`config.mk`:
```
export PLATFORM = sky130hd
export DESIGN_NAME = fetch_stage
export DESIGN_NICKNAME = d
export VERILOG_FILES = /design/src/rtl/fetch_stage.sv
export SDC_FILE = /design/constraint.sdc
export NUM_CORES = 1
export LEC_CHECK = 0
export BUFFER_PORTS_ARGS = -buffer_cell sky130_fd_sc_hd__buf_4
export CORE_MARGIN = 4
export CORE_UTILIZATION = 30
export DETAILED_ROUTE_END_ITERATION = 8
export SKIP_LAST_GASP = 1
export SLEW_MARGIN = 20
export SYNTH_ARGS = -nofsm -noshare
export SYNTH_HDL_FRONTEND = slang
export SYNTH_SLANG_ARGS = --single-unit
```
`constraint.sdc`:
```
create_clock -name clk -period 5.5 [get_ports clk]
set_input_delay 1.375 -clock clk [delete_from_list [all_inputs] [get_ports clk]]
set_output_delay 1.375 -clock clk [all_outputs]
set_load 0.02 [all_outputs]
```
`src/rtl/fetch_stage.sv`:
```
// Instruction fetch stage: owns the PC, issues one AHB-Lite read at a time and
// presents each returned word with its PC and prediction to decode.
//
// state | meaning
// ADDR  | address phase: NONSEQ at pc, waiting for hready
// DATA  | data phase: word returns when hready=1
// HOLD  | decode stalled; returned word parked in inst_buf
// DRAIN | redirected mid data phase; waiting to discard the returning word
module fetch_stage #(
  parameter logic [31:0] RESET_PC = 32'h0000_0000
) (
  input  logic        clk,
  input  logic        rst,
  output logic [31:0] imem_haddr,
  output logic [1:0]  imem_htrans,
  input  logic        imem_hready,
  input  logic [31:0] imem_hrdata,
  input  logic        bp_predict,
  input  logic [31:0] bp_target,
  input  logic        stall,
  input  logic        redirect,
  input  logic [31:0] redirect_pc,
  output logic        f2d_en,
  output logic        f2d_flush,
  output logic [31:0] f2d_pc,
  output logic [31:0] f2d_inst,
  output logic        f2d_branch_predict,
  output logic [31:0] f2d_branch_target
);

  typedef enum logic [1:0] {ST_ADDR, ST_DATA, ST_HOLD, ST_DRAIN} state_t;

  localparam logic [1:0] HTRANS_IDLE   = 2'b00;
  localparam logic [1:0] HTRANS_NONSEQ = 2'b10;

  state_t      state_q, state_d;
  logic [31:0] pc_q, pc_d;
  logic [31:0] req_pc_q, req_pc_d;
  logic        req_pred_q, req_pred_d;
  logic [31:0] req_tgt_q, req_tgt_d;
  logic [31:0] inst_buf_q, inst_buf_d;
  logic [1:0]  htrans;
  logic        en;
  logic        flush;

  always_ff @(posedge clk) begin
    if (rst) begin
      state_q    <= ST_ADDR;
      pc_q       <= RESET_PC;
      req_pc_q   <= '0;
      req_pred_q <= 1'b0;
      req_tgt_q  <= '0;
      inst_buf_q <= '0;
    end else begin
      state_q    <= state_d;
      pc_q       <= pc_d;
      req_pc_q   <= req_pc_d;
      req_pred_q <= req_pred_d;
      req_tgt_q  <= req_tgt_d;
      inst_buf_q <= inst_buf_d;
    end
  end

  always_comb begin
    state_d    = state_q;
    pc_d       = pc_q;
    req_pc_d   = req_pc_q;
    req_pred_d = req_pred_q;
    req_tgt_d  = req_tgt_q;
    inst_buf_d = inst_buf_q;
    htrans     = HTRANS_IDLE;
    en         = 1'b0;
    flush      = 1'b0;

    if (redirect) begin
      // An accepted data phase cannot be aborted, so DATA without hready must drain.
      flush = 1'b1;
      pc_d  = redirect_pc;
      case (state_q)
        ST_ADDR:  state_d = ST_ADDR;
        ST_DATA:  state_d = imem_hready ? ST_ADDR : ST_DRAIN;
        ST_HOLD:  state_d = ST_ADDR;
        ST_DRAIN: state_d = imem_hready ? ST_ADDR : ST_DRAIN;
        default:  state_d = ST_ADDR;
      endcase
    end else begin
      case (state_q)
        ST_ADDR: begin
          htrans = HTRANS_NONSEQ;
          if (imem_hready) begin
            req_pc_d   = pc_q;
            req_pred_d = bp_predict;
            req_tgt_d  = bp_target;
            pc_d       = bp_predict ? bp_target : pc_q + 32'd4;
            state_d    = ST_DATA;
          end
        end
        ST_DATA: begin
          if (imem_hready) begin
            if (!stall) begin
              en      = 1'b1;
              state_d = ST_ADDR;
            end else begin
              inst_buf_d = imem_hrdata;
              state_d    = ST_HOLD;
            end
          end
        end
        ST_HOLD: begin
          if (!stall) begin
            en      = 1'b1;
            state_d = ST_ADDR;
          end
        end
        ST_DRAIN: begin
          if (imem_hready) state_d = ST_ADDR;
        end
        default: state_d = ST_ADDR;
      endcase
    end

    if (rst) begin
      htrans = HTRANS_IDLE;
      en     = 1'b0;
      flush  = 1'b0;
    end
  end

  assign imem_haddr         = pc_q;
  assign imem_htrans        = htrans;
  assign f2d_en             = en;
  assign f2d_flush          = flush;
  assign f2d_pc             = req_pc_q;
  assign f2d_branch_predict = req_pred_q;
  assign f2d_branch_target  = req_tgt_q;
  assign f2d_inst           = (state_q == ST_HOLD) ? inst_buf_q : imem_hrdata;

endmodule

```
==> implementation parameters <==
Parameter                              Value

CTS
  Insertion delay to the later sink of the worst-skew pair    0.42 ns
  Hold buffer count at cts    0
  CTS buffer count    17
  Maximum count of clock buffers along a single path    2
  Number of buffers inserted to repair setup after CTS    0
  Clk slew on worst S/H paths    0.05 ns
  Clock net sink count    131
  H-tree lvl count    4
  CTS tree    built
  Cell at the root of the clock tree    clkbuf_16
  Number of gates given a new drive strength after cts    0

Global route
  Global-route wire length before repair    36.4 mm
  Vias in the first global route    6,295
  Maximum number of pins on one net before global-route repair    65
  Number of antenna violations at the first check in global routing    1
  Overall routing resource usage    19.3%
  Remaining global-route overflow    0

Synthesis
  Sequential share of the synthesized area    41.1%
  Synth Area in Adders    0.981%
  Multiplexer share of the synthesized area    6.81%
  Synthesized net count    936
  Number of storage elements in the synthesis netlist    131
  Async set-or-reset flop fraction in the synthesized netlist    0%
  Post-synthesis xor/xnor area fraction    1.10%
  Predominant post-synthesis flop cell    dfxtp_1
  EDFF count, synth    0
  Share of synthesized cell area in and, or, nand and nor gates    25.1%
  Cell count after synthesis    829
  Mean instance size in the synthesized netlist    7.69 um2
  Area fraction in compound gates after synthesis    20.2%
  Synthesized area    6380 um2
  Main combinational cell family by area after synthesis    simple AND/OR/NAND/NOR gates
  Synth cell types    67
  Count of warnings emitted by yosys    0

STA
  Clock period minus final worst setup slack    3.93 ns
  Post-route worst hold slack    0.451 ns
  Slew headroom    35.5%
  Max Clock Skew    0.00842 ns
  Setup repair after global routing missed its margin    false
  Slew of the pin with the lowest slew margin    0.968 ns
  Hold Fails Final Rpt    0
  PnR worst setup slack    1.57 ns
  Final Cycle Share    71.5%
  Fin Setup TNS    0 ns
  Setup violators final    0
  Peak clock frequency supported by timing    254 MHz
  Number of pins exceeding their max-slew limit in the final report    0

Placed design
  Final RePlAce weighted congestion    0.858
  Number of buffers inserted by port buffering    233
  Instance area after placement    8310 um2
  Worst setup timing slack at the placement stage    1.59 ns
  DP Wirelength    16.9 mm

Floorplan
  Vertical die dimension    154 um
  Total Die Area    23,700 um2
  Placement row count    53
  Count of boundary I/O pins    235
  Starting density of the core    30.4%
  Floorplan Core Area    21,000 um2
  Horiz. Die Dim    154 um

Setup path
  Critical path's top delay family    simple AND/OR/NAND/NOR gates
  Required arrival time at the worst endpoint    4.12 ns
  Arrival @ worst endpoint    2.56 ns
  Nature of the critical path endpoint    primary output
  Slowest stage cell, crit path    nor2_1
  Category of the critical setup timing path    in2out
  WP buf/inv    2
  CP max stage delay    0.44 ns
  Most repeated library cell on the critical path    buf_4
  Highest net fanout along the worst path    18
  Worst-path cell chain    buf_4 > nor2_1 > nor4bb_1 > buf_4
  Kind of start point of the critical path    primary input

Pwr
  Fraction of power spent switching nets    28.2%
  Share of power burned in registers    39.2%
  Int Power    1920 uW
  Worst vdd rail ir drop    186 uV
  Combinational cell fraction of total power    18.5%
  Total Power    2680 uW
  Total net switching power    755 uW
  Power density relative to cell area    301 nW/um2
  Static power due to leakage    0.00355 uW
  Clock Power Share    42.2%

Detailed routing
  Drt first-iter violations    567
  Router iterations before antenna repair    4
  Number of remaining DRC errors    0
  Overall via count from detail_route    6,715
  Detailed-route wire length    23.7 mm
  DRT antenna net count    0
  Avg Vias per Cell    5.10
  Mean routed wirelength per cell    18.0 um

Flow run
  Max Cap Viol    0

Finish
  Layout Nets    1,138
  Share of post-route cells with drive strength above 1    31.5%
  Area added between synthesis and finish    39.3%
  Post-route cell area    8880 um2
  Antenna diodes    0

Outcome
  Outcome    complete, no violations

Worst hold path
  Hold/Removal Path Class    reg2reg
## metal layers
metal,global-route usage [%],up-vias,routed length (um)
met5,0,-,13
met4,7.91,2,788
met3,5.40,46,1740
met2,29.7,247,10800
met1,25.6,3135,10400
li1,-,3285,-
## flip-flops by register name (all words and copies together), names as in the netlist
| register | cells |
|---|---|
| inst_buf_q | 32 |
| imem_haddr | 32 |
| f2d_branch_predict | 1 |
| f2d_branch_target | 32 |
| f2d_pc | 32 |
| state_q | 2 |
## tightest hold or removal path: cells and delay by family (launching register included)
family,cells,cell delay (ns)
flops,1,0.30
compound gates,1,0.05
simple gates,1,0.05
## area by class of cell
class                           count  area, um2
Clock buffer                       24        502
Clock inverter                      5       75.1
Fill cell                        2248      12100
Inverter                            8       30.0
Multi-Input combinational cell    627       3460
Sequential cell                   131       2620
Tap cell                          275        344
Timing Repair Buffer              246       1850
## kinds of logic (layout without fill, tap and decap cells)
group | after synthesis | count (layout)
other | 1 | 1
buffers and inverters | 71 | 283
muxes | 39 | 39
adders and majority gates | 5 | 5
xor gates and xnor gates | 8 | 8
and+or+nand+nor | 354 | 354
AOI/OAI and AO/OA | 220 | 220
DFF | 131 | 131
## cells in the mapped netlist (all sizes together), types with 5 or more instances
cell,instances,area (um2)
nand2,241,915
a21oi,136,681
dfxtp,131,2620
clkbuf,42,158
mux2,35,394
nand3,28,155
nor2,27,104
buf,21,108
o21ai,19,95.1
nor3,13,75.1
o22ai,8,50.1
a211oi,7,52.6
a31oi,7,43.8
inv,7,26.3
nor4,7,62.6
a21o,6,45.0
and3,6,38.8
nand4,6,50.0
xnor2,6,52.6
and2,5,31.3
and4,5,50.1
ha,5,62.6
nor2b,5,31.3
## metrics by stage
stage | util (%) | cells
floorplan | - | 829
global route | 42.4 | 1316
CTS | 42.4 | 1316
finish | 42.4 | 1316
global placement | 39.6 | 1287
detailed placement | 39.6 | 1287
## layout by cell type (no fill, tap or decap), types with 8 or more instances in the layout
cell | Yosys | final
mux2_2 | 35 | 35
a21oi_1 | 136 | 136
nand3_1 | 25 | 25
o22ai_1 | 8 | 8
nor3_1 | 11 | 11
nand2_1 | 239 | 239
nor2_1 | 26 | 26
buf_4 | 3 | 246
o21ai_0 | 16 | 16
dfxtp_1 | 131 | 131
clkbuf_16 | 0 | 17
## final timing paths
check,from,end,slack (ns),depth (start not counted)
worst max register to register,state_q[0],imem_haddr[25],2.90,7
worst min-delay path,inst_buf_q[15],inst_buf_q[15],0.45,2
worst min register to register,inst_buf_q[15],inst_buf_q[15],0.45,2
worst max-delay path,rst,f2d_en,1.57,4
## power by group through the flow
| stage | Sequential (uW) | Clock, uW | Combinational, uW |
|---|---|---|---|
| final | 1050 | 1130 | 496 |
| after detailed placement | 1070 | 0 | 498 |
| after global placement | 1070 | 0 | 495 |
| after floorplan | 1100 | 0 | 236 |
| after global routing | 1060 | 1190 | 535 |
| after CTS | 1050 | 1150 | 499 |
(Power assumes the default switching activity.)
